==> src/rtl/disp_pkg.sv <==
// disp_pkg: shared FSM encoding, service codes and BCD segment table for the display owner.
package disp_pkg;
    typedef enum logic [2:0] {ST_IDLE, ST_SVC1, ST_SVC2, ST_SVC3, ST_SVC4, ST_DONE} state_t;
    localparam logic [3:0] SVC1_CODE = 4'b1000;
    localparam logic [3:0] SVC2_CODE = 4'b0100;
    localparam logic [3:0] SVC3_CODE = 4'b0010;
    localparam logic [3:0] SVC4_CODE = 4'b0001;
    localparam logic [3:0] ANODE_OFF = 4'b1111;
    localparam logic [7:0] SEG_BLANK = 8'h00;
    function automatic logic [3:0] svc_code(state_t s);
        return s == ST_SVC1 ? SVC1_CODE : s == ST_SVC2 ? SVC2_CODE :
               s == ST_SVC3 ? SVC3_CODE : s == ST_SVC4 ? SVC4_CODE : 4'b0000;
    endfunction
    function automatic state_t code_state(logic [3:0] c);
        return c == SVC1_CODE ? ST_SVC1 : c == SVC2_CODE ? ST_SVC2 :
               c == SVC3_CODE ? ST_SVC3 : c == SVC4_CODE ? ST_SVC4 : ST_IDLE;
    endfunction
    function automatic logic [6:0] bcd_seg(logic [3:0] d);
        case (d)
            4'd0: return 7'b0111111;
            4'd1: return 7'b0000110;
            4'd2: return 7'b1011011;
            4'd3: return 7'b1001111;
            4'd4: return 7'b1100110;
            4'd5: return 7'b1101101;
            4'd6: return 7'b1111101;
            4'd7: return 7'b0000111;
            4'd8: return 7'b1111111;
            4'd9: return 7'b1101111;
            default: return 7'b0000000;
        endcase
    endfunction
endpackage

==> src/rtl/seg7_decoder.sv <==
// seg7_decoder: combinational BCD to {g..a} segments, non-BCD codes dark.
module seg7_decoder
    import disp_pkg::*;
(
    input  logic [3:0] i_bcd,
    output logic [6:0] o_seg
);
    assign o_seg = bcd_seg(i_bcd);
endmodule

==> src/rtl/display_owner_ctrl.sv <==
// display_owner_ctrl: service-mode FSM owning a scanned 4-digit 7-segment display with edit blink.
module display_owner_ctrl
    import disp_pkg::*;
#(
    parameter int SCAN_DIV  = 65536,
    parameter int BLINK_DIV = 25000000
) (
    input  logic        clk,
    input  logic        resetn,
    input  logic [3:0]  spdt_svc,
    input  logic [3:0]  finish,
    input  logic [15:0] num_time,
    input  logic [15:0] num_alarm,
    input  logic [15:0] num_sw,
    input  logic [15:0] num_clock,
    input  logic [3:0]  sel,
    output logic [3:0]  svc_led,
    output logic [3:0]  anode,
    output logic [7:0]  eseg
);
    localparam int SW = $clog2(SCAN_DIV);
    localparam int BW = $clog2(BLINK_DIV);
    state_t          r_state, w_next;
    logic [3:0]      r_svc_led, r_anode, w_code, w_digit;
    logic [7:0]      r_eseg;
    logic [SW-1:0]   r_scan_cnt;
    logic [BW-1:0]   r_blink_cnt;
    logic [1:0]      r_idx;
    logic            r_phase, w_scan_wrap, w_blink_wrap, w_sel_ok, w_blank;
    logic [15:0]     w_num;
    logic [6:0]      w_seg;
    assign w_code       = svc_code(r_state);
    assign w_scan_wrap  = r_scan_cnt == SW'(SCAN_DIV - 1);
    assign w_blink_wrap = r_blink_cnt == BW'(BLINK_DIV - 1);
    assign w_num        = r_state == ST_SVC1 ? num_time : r_state == ST_SVC2 ? num_alarm :
                          r_state == ST_SVC3 ? num_sw : num_clock;
    assign w_digit      = w_num[{r_idx, 2'b00} +: 4];
    assign w_sel_ok     = sel != 4'b0000 && (sel & (sel - 4'd1)) == 4'b0000;
    assign w_blank      = (r_state == ST_SVC1 || r_state == ST_SVC2) && w_sel_ok && sel[r_idx] && !r_phase;
    seg7_decoder u_dec (.i_bcd(w_digit), .o_seg(w_seg));
    // An owner's own finish takes priority over its switch dropping in the same cycle.
    always_comb begin
        w_next = r_state;
        case (r_state)
            ST_IDLE: w_next = code_state(spdt_svc);
            ST_DONE: w_next = spdt_svc == 4'b0000 ? ST_IDLE : ST_DONE;
            default: w_next = |(finish & w_code) ? ST_DONE : spdt_svc != w_code ? ST_IDLE : r_state;
        endcase
    end
    always_ff @(posedge clk or negedge resetn) begin
        if (!resetn) begin
            r_state     <= ST_IDLE;
            r_svc_led   <= 4'b0000;
            r_anode     <= ANODE_OFF;
            r_eseg      <= SEG_BLANK;
            r_scan_cnt  <= '0;
            r_blink_cnt <= '0;
            r_idx       <= 2'd0;
            r_phase     <= 1'b1;
        end else begin
            r_state     <= w_next;
            r_svc_led   <= svc_code(w_next);
            r_scan_cnt  <= w_scan_wrap ? '0 : r_scan_cnt + 1'b1;
            r_idx       <= r_idx + {1'b0, w_scan_wrap};
            r_blink_cnt <= w_blink_wrap ? '0 : r_blink_cnt + 1'b1;
            r_phase     <= r_phase ^ w_blink_wrap;
            // Slot start: anode and segments latch together from the same digit sample.
            if (r_scan_cnt == '0) begin
                r_anode <= w_blank ? ANODE_OFF : ~(4'b0001 << r_idx);
                r_eseg  <= w_blank ? SEG_BLANK : {r_idx == 2'd2, w_seg};
            end
        end
    end
    assign svc_led = r_svc_led;
    assign anode   = r_anode;
    assign eseg    = r_eseg;
endmodule

==> config.mk <==
export PLATFORM = sky130hd
export DESIGN_NAME = display_owner_ctrl
export DESIGN_NICKNAME = d
export VERILOG_FILES = /design/src/rtl/disp_pkg.sv /design/src/rtl/seg7_decoder.sv /design/src/rtl/display_owner_ctrl.sv
export SDC_FILE = /design/constraint.sdc
export NUM_CORES = 1
export LEC_CHECK = 0
export ABC_AREA = 1
export BUFFER_PORTS_ARGS = -buffer_cell sky130_fd_sc_hd__buf_2
export CAP_MARGIN = 20
export CORE_MARGIN = 2
export CORE_UTILIZATION = 35
export CTS_BUF_LIST = sky130_fd_sc_hd__clkbuf_8
export CTS_CLUSTER_DIAMETER = 150
export CTS_CLUSTER_SIZE = 16
export DETAILED_ROUTE_END_ITERATION = 8
export SYNTH_ARGS = -nofsm -noshare
export SYNTH_HDL_FRONTEND = slang
export SYNTH_SLANG_ARGS = --single-unit
==> constraint.sdc <==
create_clock -name clk -period 2.3 [get_ports clk]
set_input_delay 0.23 -clock clk [delete_from_list [all_inputs] [get_ports clk]]
set_output_delay 0.23 -clock clk [all_outputs]
set_load 0.01 [all_outputs]
==> flow_summary.ini, run 1 <==
[status]
status = complete, no violations

[critical_path]
crit_path_end_kind = flop
critical_path_class = reg -> reg
path_cells = buf_12 > nand2_2 > nor2_4 > clkbuf_2 > buf_4 > buf_4 > nand2_1 > nand2_1 > o21ai_1 > nand2_1 > nor2_4 > nand3_1 > nand3_1 > nand2_1
worst_ep_arrival_time_ns = 2.37
worst_setup_path_start_kind = flop
critPathSlowestCell = dfrtp_2
cp.required_ns = 2.54
cp_max_fo = 6
cp_top_family = simple AND/OR/NAND/NOR gates
cpPeakStageDelay_ns = 0.45
critPathMostFrequentCell = nand2_1
critPathBufInv = 4

[sta]
tightest_slew_ns = 0.6009
fmax_ghz = 0.4700
skew_ns = 0.01296
min_period_over_period = 0.9251
max_slew_margin = 0.5994
setup_violations = 0
slew_violations = 0
min_period_ns = 2.128
hold_viol = 0

[clock_tree]
cts_buffer_depth = 2
clkLatencyLatePin_ns = 0.35
htree_levels = 3
cts_tree = yes
clock-sinks = 63
clock-root-buffer = clkbuf_8
clk_pin_slew_ns = 0.07
cts_buffers = 9

[grt]
grt_pass1_wl_mm = 18.83
track_usage = 0.1747
grt_pass1_vias = 4324
antenna_found_initial = 0
grt_max_degree = 27
grt-ovfl-total = 0

[detailed_routing]
drtIter0Drc = 197
post_drt_wl_per_cell_um = 12.28
finalWirelength_mm = 11.26
drcViolationCount = 0
drt_first_pass_iters = 5
via_count = 4405
viasPerCell = 4.804
ant_nets = 0

[synthesis]
yosys.area.top_type_share = 0.3359
synthCells = 641
synth_area_leaders = dfrtp_1 (34%), nand2_1 (18%), inv_1 (9.2%)
synthesis.nets = 728
ys_seq_elements = 63
synth.distinct_cells = 40
yosys_warnings = 0
synth.largest_area_cell = dfrtp_1
yosysSeqAreaShare = 0.3663
syn_area_um2 = 4320
syn_area_per_cell_um2 = 6.740

[layout]
num_antenna_cells = 0
fin_area_um2 = 5374
nNetsFinal = 852
layout-drive-gt1-share = 0.2299
areaGrowthSynthToFinish_pct = 24.38
instances_no_fill = 917

[floorplanning]
ios = 94
coreArea_um2 = 12010
die_h_um = 115.1
rows = 40
die_w_um = 115.1
start_util = 0.3597
design.die.area_um2 = 13250

[pwr]
power_frac_clock = 0.312
design_power_total_uw = 3073
comb_power_share = 0.304
p_switching_uw = 1012
p_int_uw = 2061
powerDensity_nw_per_um2 = 571.8
swShare = 0.3292
leakage_uw = 0.002924
ir_drop_mv = 0.4247
pwr-share-seq = 0.384

[placement]
portBuffers = 93
dp_cells = 890
placed_cell_area_um2 = 5024
gp_congestion = 0.8880
hpwl_mm = 8.827

[run]
max-cap-violations = 0

[worst_hold_path]
hold_path_class = in -> reg
[layer usage]
metal,vias up,GRT usage,wire (um)
met5,-,0,0
met4,0,0.07309,255
met3,23,0.03374,370
met2,71,0.2933,5467
met1,2051,0.2202,5166
li1,2260,-,-
[cell type report]
class                           instances  area, um2
Clock buffer                           10      137.6
Tap cell                              147      183.9
Inverter                              112      427.9
Multi-Input combinational cell        458       2266
Clock inverter                          6      62.56
Timing Repair Buffer                  121      710.7
Fill cell                            1251       6638
Sequential cell                        63       1585
[cell usage in the layout (no fill, tap or decap), types with 2 or more instances in the layout]
| cell type | count |
|---|---|
| xnor2_1 | 2 |
| nand4_1 | 13 |
| o22ai_1 | 3 |
| dfrtp_2 | 2 |
| nor2_2 | 2 |
| clkinv_4 | 2 |
| a21oi_1 | 28 |
| nand2_2 | 10 |
| o21ai_1 | 7 |
| inv_2 | 4 |
| nand3_1 | 35 |
| o211ai_1 | 4 |
| nand2_1 | 203 |
| xor2_1 | 15 |
| nand3_2 | 2 |
| buf_2 | 93 |
| clkinvlp_4 | 2 |
| nor2_1 | 60 |
| nor3_1 | 19 |
| dfrtp_1 | 56 |
| inv_1 | 106 |
| nor4_1 | 9 |
| buf_12 | 3 |
| nor3_2 | 3 |
| clkbuf_2 | 2 |
| buf_4 | 22 |
| o21ai_0 | 17 |
| ha_1 | 8 |
| dfstp_2 | 5 |
| nor2_4 | 6 |
| clkbuf_8 | 10 |
[through the flow]
step / setup TNS, ns / setup slack, ns / util / hold slack [ns]
after detailed placement: -0.1918 / -0.08147 / 0.4182 / 0.2777
after global routing: -0.005598 / -0.005598 / 0.4474 / 0.3666
after floorplan: 0 / 0.2300 / - / -0.06559
after CTS: 0 / 0.07851 / 0.4361 / 0.3373
after global placement: 0 / 0.1136 / 0.4182 / 0.2764
final: 0 / 0.1724 / 0.4474 / 0.3674
[worst reg2reg max path: stages, from the launching register on]
cell and delay [ns]:
dfrtp_2 0.45, buf_12 0.15, nand2_2 0.09, nor2_4 0.06, clkbuf_2 0.15, buf_4 0.15
buf_4 0.14, nand2_1 0.05, nand2_1 0.05, o21ai_1 0.17, nand2_1 0.13, nor2_4 0.19
nand3_1 0.09, nand3_1 0.10, nand2_1 0.05
[power by group through the flow]
stage | combinational [uW] | clock, uW | sequential (uW)
3_3_place_gp | 803 | 0 | 1200
5_1_grt | 1060 | 1050 | 1180
4_1_cts | 828 | 1000 | 1190
2_1_floorplan | 566 | 0 | 1210
3_5_place_dp | 821 | 0 | 1210
6_report | 935 | 959 | 1180
[flip-flops by register name, summed over array words and instances (netlist names)]
signal and count:
r_blink_cnt 25, eseg 8, r_state 3, r_phase 1
r_idx 2, svc_led 4, r_scan_cnt 16, anode 4
[worst paths after layout]
path	start	end	slack [ns]	cells past startpoint
setup / recovery	r_state[0]	eseg[2]	0.17	14
hold / removal	spdt_svc[3]	r_state[0]	0.37	5
setup reg to reg	r_state[0]	eseg[2]	0.17	14
hold reg to reg	r_scan_cnt[0]	r_scan_cnt[0]	0.46	1
max in group asynchronous	resetn	anode[3]	1.13	3
min in group asynchronous	resetn	r_scan_cnt[11]	0.43	2
[synthesized netlist by cell type]
cell,n
buf_2,2
o21ai_1,6
nand2_2,9
o21a_1,1
a21oi_2,1
nand3_4,1
a21boi_0,1
nand2_4,1
buf_6,3
ha_1,9
dfrtp_1,58
buf_4,2
o22ai_1,3
nor4_1,9
o21ai_0,18
nand3_2,2
nand3b_1,1
inv_2,4
a21oi_4,1
dfstp_2,5
clkinv_1,1
a21oi_1,28
a22o_1,1
nand4_1,13
xor2_1,15
nand2_1,204
xnor2_1,2
a31oi_1,1
o211ai_1,4
nor2_2,2
or2_2,1
nand3_1,35
a21o_1,1
nor3_2,2
buf_8,1
nor2_1,62
inv_1,106
nor3_1,20
inv_4,1
nor2_4,4
[cells by family (layout without fill, tap and decap cells)]
kind of cell | Yosys count | after routing | synth area share
compound gates | 66 | 66 | 0.08602
simple gates | 366 | 366 | 0.3721
fa+ha+maj | 9 | 9 | 0.02606
xor+xnor | 17 | 17 | 0.03446
flops | 63 | 63 | 0.3663
buf+inv | 120 | 249 | 0.1150
[timing repair]
action,in CTS,in global routing
cloned,0,0
hold buffers,1,0
gates resized for setup,3,10
pin swaps,0,3
endpoints found under the setup margin,4,7
buffers inserted,0,10
endpoints found under the hold margin,23,0
Note: power is estimated with default switching activity, not from simulation.
==> run 2, diff against run 1 <==
--- a/config.mk
+++ b/config.mk
@@ -14,6 +14,7 @@
 export CTS_CLUSTER_DIAMETER = 150
 export CTS_CLUSTER_SIZE = 16
 export DETAILED_ROUTE_END_ITERATION = 8
+export PLACE_DENSITY_LB_ADDON = 0.12
 export SYNTH_ARGS = -nofsm -noshare
 export SYNTH_HDL_FRONTEND = slang
 export SYNTH_SLANG_ARGS = --single-unit
==> constraint.sdc (replaced) <==
create_clock -name clk -period 2.6 [get_ports clk]
set_input_delay 0.26 -clock clk [delete_from_list [all_inputs] [get_ports clk]]
set_output_delay 0.26 -clock clk [all_outputs]
set_load 0.01 [all_outputs]
==> run 2 against run 1 <==
Compared with the run above: worst hold slack improved by 0.026 ns; sequential power fell by 11%; cell area fell by 3.3%; sequential cell count did not move; critical endpoint is now eseg[3]; largest cell class unchanged.
==> flow_summary.ini, run 2 (synthesized netlist as in run 1, its figures left out) <==
[status]
status = complete, no violations

[placement]
hpwl_mm = 8.938
place_ws_ns = 0.2037
gp_congestion = 0.8501
placed_cell_area_um2 = 4979
portBuffers = 93

[pwr]
leakage_uw = 0.002832
powerDensity_nw_per_um2 = 502.3
ir_drop_mv = 0.2896

[grt]
grt-ovfl-total = 0
grt_max_degree = 28
track_usage = 0.1769
grt_pass1_vias = 4275
grt_pass1_wl_mm = 18.73
antenna_found_initial = 2

[clock_tree]
cts_buffer_depth = 2
clock-sinks = 63
cts_buffers = 9
cts_tree = yes
clock-root-buffer = clkbuf_8
clk_pin_slew_ns = 0.07
htree_levels = 3
clkLatencyLatePin_ns = 0.34

[floorplanning]
rows = 40
design.die.area_um2 = 13250
die_w_um = 115.1
die_h_um = 115.1
coreArea_um2 = 12010
start_util = 0.3597
ios = 94

[critical_path]
critical_path_class = reg -> reg
worst_r2r_startpoint = r_state[2]
worst_ep_arrival_time_ns = 2.55
crit_path_end_kind = flop
cp_max_fo = 15
crit_start = r_state[2]
worst_setup_path_start_kind = flop
cp.required_ns = 2.84

[sta]
rsz0062_at_grt = false
holdWs_ns = 0.3934
skew_ns = 0.007390
setup_ws_ns = 0.2883
hold_viol = 0
min_period_over_period = 0.8891
tightest_slew_ns = 0.5768
slew_violations = 0
max_slew_margin = 0.6125
min_period_ns = 2.312
setup_violations = 0
final.setup.tns_ns = 0
fmax_ghz = 0.4326

[detailed_routing]
drt_first_pass_iters = 5
highest_layer = met4
via_count = 4389
m1WireLength_mm = 5.226
viasPerCell = 4.860
finalWirelength_mm = 11.27
drcViolationCount = 0
ant_nets = 0
drtIter0Drc = 262
post_drt_wl_per_cell_um = 12.48
met3_length_um = 527
dr_wl_met2_mm = 5.350

[layout]
largest_register_ffs = 25
fin_area_um2 = 5196
final_cell_mix = nand2_1 (204), inv_1 (106), buf_2 (93)
layout-drive-gt1-share = 0.2082
top_register = r_blink_cnt
nNetsFinal = 836
fin_util = 0.4326
areaGrowthSynthToFinish_pct = 20.27
final_common_cell = nand2_1

[run]
max-cap-violations = 0

[worst_hold_path]
hold_path_class = in -> reg
hold_path.startpoint = spdt_svc[3]
-- run 2: cell count changes in the layout (fill, tap and decap cells not counted), moves of 2 or more --
cell / delta
buf_12: -3
nor2_4: -2
clkinv_4: -2
clkbuf_2: -2
diode_2: +2
clkinv_2: +2
buf_4: -11
-- run 2: critical path, stage by stage (launching register included) --
cell     delay (ns)
dfrtp_1        0.48
inv_4          0.18
nand2_4        0.06
nor2_4         0.29
nand2_1        0.10
nand2_1        0.08
inv_1          0.04
nand2_1        0.04
nand2_1        0.04
nand2_1        0.06
inv_1          0.04
nand2_2        0.11
inv_1          0.09
ha_1           0.28
inv_1          0.03
nand2_1        0.07
nand3_1        0.06
nand3_1        0.07
nand2_1        0.05
-- run 2: path summary, 6_finish.rpt --
kind,cells past startpoint,end,slack (ns)
max,18,eseg[3],0.29
min,5,r_state[0],0.39
max reg2reg,18,eseg[3],0.29
min reg2reg,1,r_blink_cnt[0],0.47
max in group asynchronous,3,r_phase,1.35
min in group asynchronous,2,eseg[4],0.43
-- run 2: layout make-up --
class	instances	area, um2
antenna	2	5.005
clock buffer	10	137.6
clock inverter	6	60.06
fill	1272	6815
inverter	112	422.9
multi-input combinational	458	2243
sequential	63	1585
tap	147	183.9
timing repair buffer	105	558.0
-- run 2: metrics by stage --
stage / power [uW] / instances
2_1_floorplan: 1567 / 641
3_3_place_gp: 1753 / 884
3_5_place_dp: 1764 / 884
4_1_cts: 2638 / 901
5_1_grt: 2792 / 902
6_report: 2610 / 903
-- run 2: per-layer routing --
metal | vias up | global-route usage
met5 | - | 0
met1 | 2065 | 0.2272
met4 | 0 | 0.04659
met2 | 83 | 0.2980
met3 | 15 | 0.04428
li1 | 2226 | -
-- run 2: power breakdown --
part	internal [uW]	switching, uW	total, uW
Clock	463	395	858
Sequential	1020	38.3	1050
Combinational	255	444	698
-- run 2: what timing repair did --
item | in CTS | in global routing
hold buffers | 1 | 0
buffers inserted | 0 | 0
setup endpoints to repair | 0 | 5
hold endpoints to repair | 21 | 0
gates resized for setup | 0 | 3
==> run 3, diff against run 2 <==
--- a/config.mk
+++ b/config.mk
@@ -6,7 +6,7 @@
 export NUM_CORES = 1
 export LEC_CHECK = 0
 export ABC_AREA = 1
-export BUFFER_PORTS_ARGS = -buffer_cell sky130_fd_sc_hd__buf_2
+export BUFFER_PORTS_ARGS = -buffer_cell sky130_fd_sc_hd__buf_4
 export CAP_MARGIN = 20
 export CORE_MARGIN = 2
 export CORE_UTILIZATION = 35
==> constraint.sdc (replaced) <==
create_clock -name clk -period 2.48 [get_ports clk]
set_input_delay 0.248 -clock clk [delete_from_list [all_inputs] [get_ports clk]]
set_output_delay 0.248 -clock clk [all_outputs]
set_load 0.01 [all_outputs]
==> run 3 against run 2 <==
Compared with the run above: setup slack got worse by 0.035 ns; first-iteration DRC count shrank 9.5%; highest routed layer unchanged; clock-buffer cell count fell by 1; largest power group unchanged; sequential cell count is the same; routed wire length up 1.6%; power increased by 6.4%; sequential share of layout area is 1.4 points lower; combinational power rose by 17%; cell area rose by 4.8%; critical endpoint unchanged.
==> flow_summary.ini, run 3 (synthesized netlist as in run 1, its figures left out) <==
[placement]
gp_congestion = 0.8746
portBuffers = 93
hpwl_mm = 8.942

[pwr]
pwr-share-seq = 0.397
swShare = 0.3314
powerDensity_nw_per_um2 = 510.1
ir_drop_mv = 0.3492
leakage_uw = 0.002934
p_switching_uw = 920.7
design_power_total_uw = 2778
p_int_uw = 1858
power_frac_clock = 0.310
comb_power_share = 0.293

[sta]
min_period_ns = 2.227
min_period_over_period = 0.8979
holdWs_ns = 0.3505
max_slew_margin = 0.4691
setup_violations = 0
hold_viol = 0
slew_violations = 0
fmax_ghz = 0.4491
skew_ns = 0.008144
final.setup.tns_ns = 0
tightest_slew_ns = 0.7964

[detailed_routing]
viasPerCell = 4.756
drt_first_pass_iters = 5
drtIter0Drc = 237
post_drt_wl_per_cell_um = 12.66
ant_nets = 0
drcViolationCount = 0
finalWirelength_mm = 11.45
via_count = 4299

[floorplanning]
start_util = 0.3597
design.die.area_um2 = 13250
die_h_um = 115.1
ios = 94
die_w_um = 115.1
coreArea_um2 = 12010
rows = 40

[clock_tree]
htree_levels = 3
clock-sinks = 63
clkLatencyLatePin_ns = 0.34
cts_buffers = 9
cts_buffer_depth = 2
clock-root-buffer = clkbuf_8
clk_pin_slew_ns = 0.07
cts_tree = yes

[layout]
fin_util = 0.4534
final_cell_mix = nand2_1 (204), inv_1 (108), buf_4 (107)
layout-drive-gt1-share = 0.2100
final_common_cell = nand2_1
largest_register_ffs = 25
top_register = r_blink_cnt
num_antenna_cells = 0
areaGrowthSynthToFinish_pct = 26.06
nNetsFinal = 839

[grt]
grt_pass1_vias = 4167
grt_max_degree = 64
grt-ovfl-total = 0
antenna_found_initial = 0
grt_pass1_wl_mm = 19.05
track_usage = 0.1803

[worst_hold_path]
hold_path_class = in -> reg
hold_path.startpoint = spdt_svc[3]
hold_end = r_state[0]
hold_depth = 5

[critical_path]
cp.required_ns = 2.72
critical_path_class = reg -> reg
crit_path_end_kind = flop
worst_r2r_startpoint = r_state[2]
worst_setup_path_start_kind = flop
r2r-end = eseg[3]
cp_max_fo = 10
rrSetupSlack_ns = 0.25
rr_worst_depth = 18
worst_ep_arrival_time_ns = 2.47

[status]
status = complete, no violations

[run]
max-cap-violations = 0
## run 3: worst max-delay path, cell delays in order, from the launching register on
cell	delay, ns
dfrtp_2	0.47
inv_4	0.15
nand2_4	0.06
nor2_4	0.25
nand2_1	0.08
nand2_1	0.07
inv_1	0.04
nand2_1	0.05
nand2_1	0.05
nand2_1	0.07
inv_1	0.05
nand2_2	0.11
inv_1	0.10
ha_1	0.28
inv_1	0.03
nand2_1	0.08
nand3_1	0.07
nand3_1	0.07
nand2_1	0.04
## run 3: final cells by class
class	count	area, um2
fill	1279	6565
multi-input combinational	458	2248
sequential	63	1587
timing repair buffer	108	813.3
inverter	112	425.4
tap	147	183.9
clock buffer	9	123.9
clock inverter	7	65.06
## run 3: worst max path at each step
stage / cells past startpoint / to / slack, ns / startpoint
6_report: 18 / eseg[3] / 0.25 / r_state[2]
5_1_grt: 18 / eseg[3] / -0.0009 / r_state[2]
4_1_cts: 16 / eseg[6] / 0.08 / r_state[1]
3_5_place_dp: 16 / eseg[6] / 0.11 / r_state[2]
3_3_place_gp: 18 / eseg[3] / 0.19 / r_state[1]
2_1_floorplan: 17 / eseg[6] / 0.41 / r_state[2]
## run 3: what timing repair did
item,4_1_cts,5_1_grt
hold endpoints to repair,1,0
endpoints found under the setup margin,0,6
hold buffers,1,0
buffers inserted,0,5
gates resized for setup,0,6
## run 3: metrics by stage
step           setup slack (ns)  instance area (um2)  instances
2_1_floorplan            0.4100                 4320        641
3_3_place_gp             0.1934                 5196        882
3_5_place_dp             0.1065                 5196        882
4_1_cts                 0.08068                 5395        899
5_1_grt              -0.0008602                 5446        904
6_report                 0.2533                 5446        904
## run 3: layer usage
layer  part of all wire  up-vias  wire (um)  global-route usage
met4              0.021        0        241             0.06667
met1               0.47     1960       5383              0.2306
met5                  0        -          0                   0
met2               0.47       87       5375              0.2957
met3              0.039       17        445             0.04533
li1                   -     2235          -                   -
## run 3: power groups by stage
stage | logic (uW) | registers [uW] | clock network [uW]
after floorplan | 525 | 1120 | 0
after global placement | 773 | 1120 | 0
after detailed placement | 784 | 1120 | 0
after CTS | 790 | 1100 | 906
after global routing | 924 | 1110 | 956
final | 814 | 1100 | 862
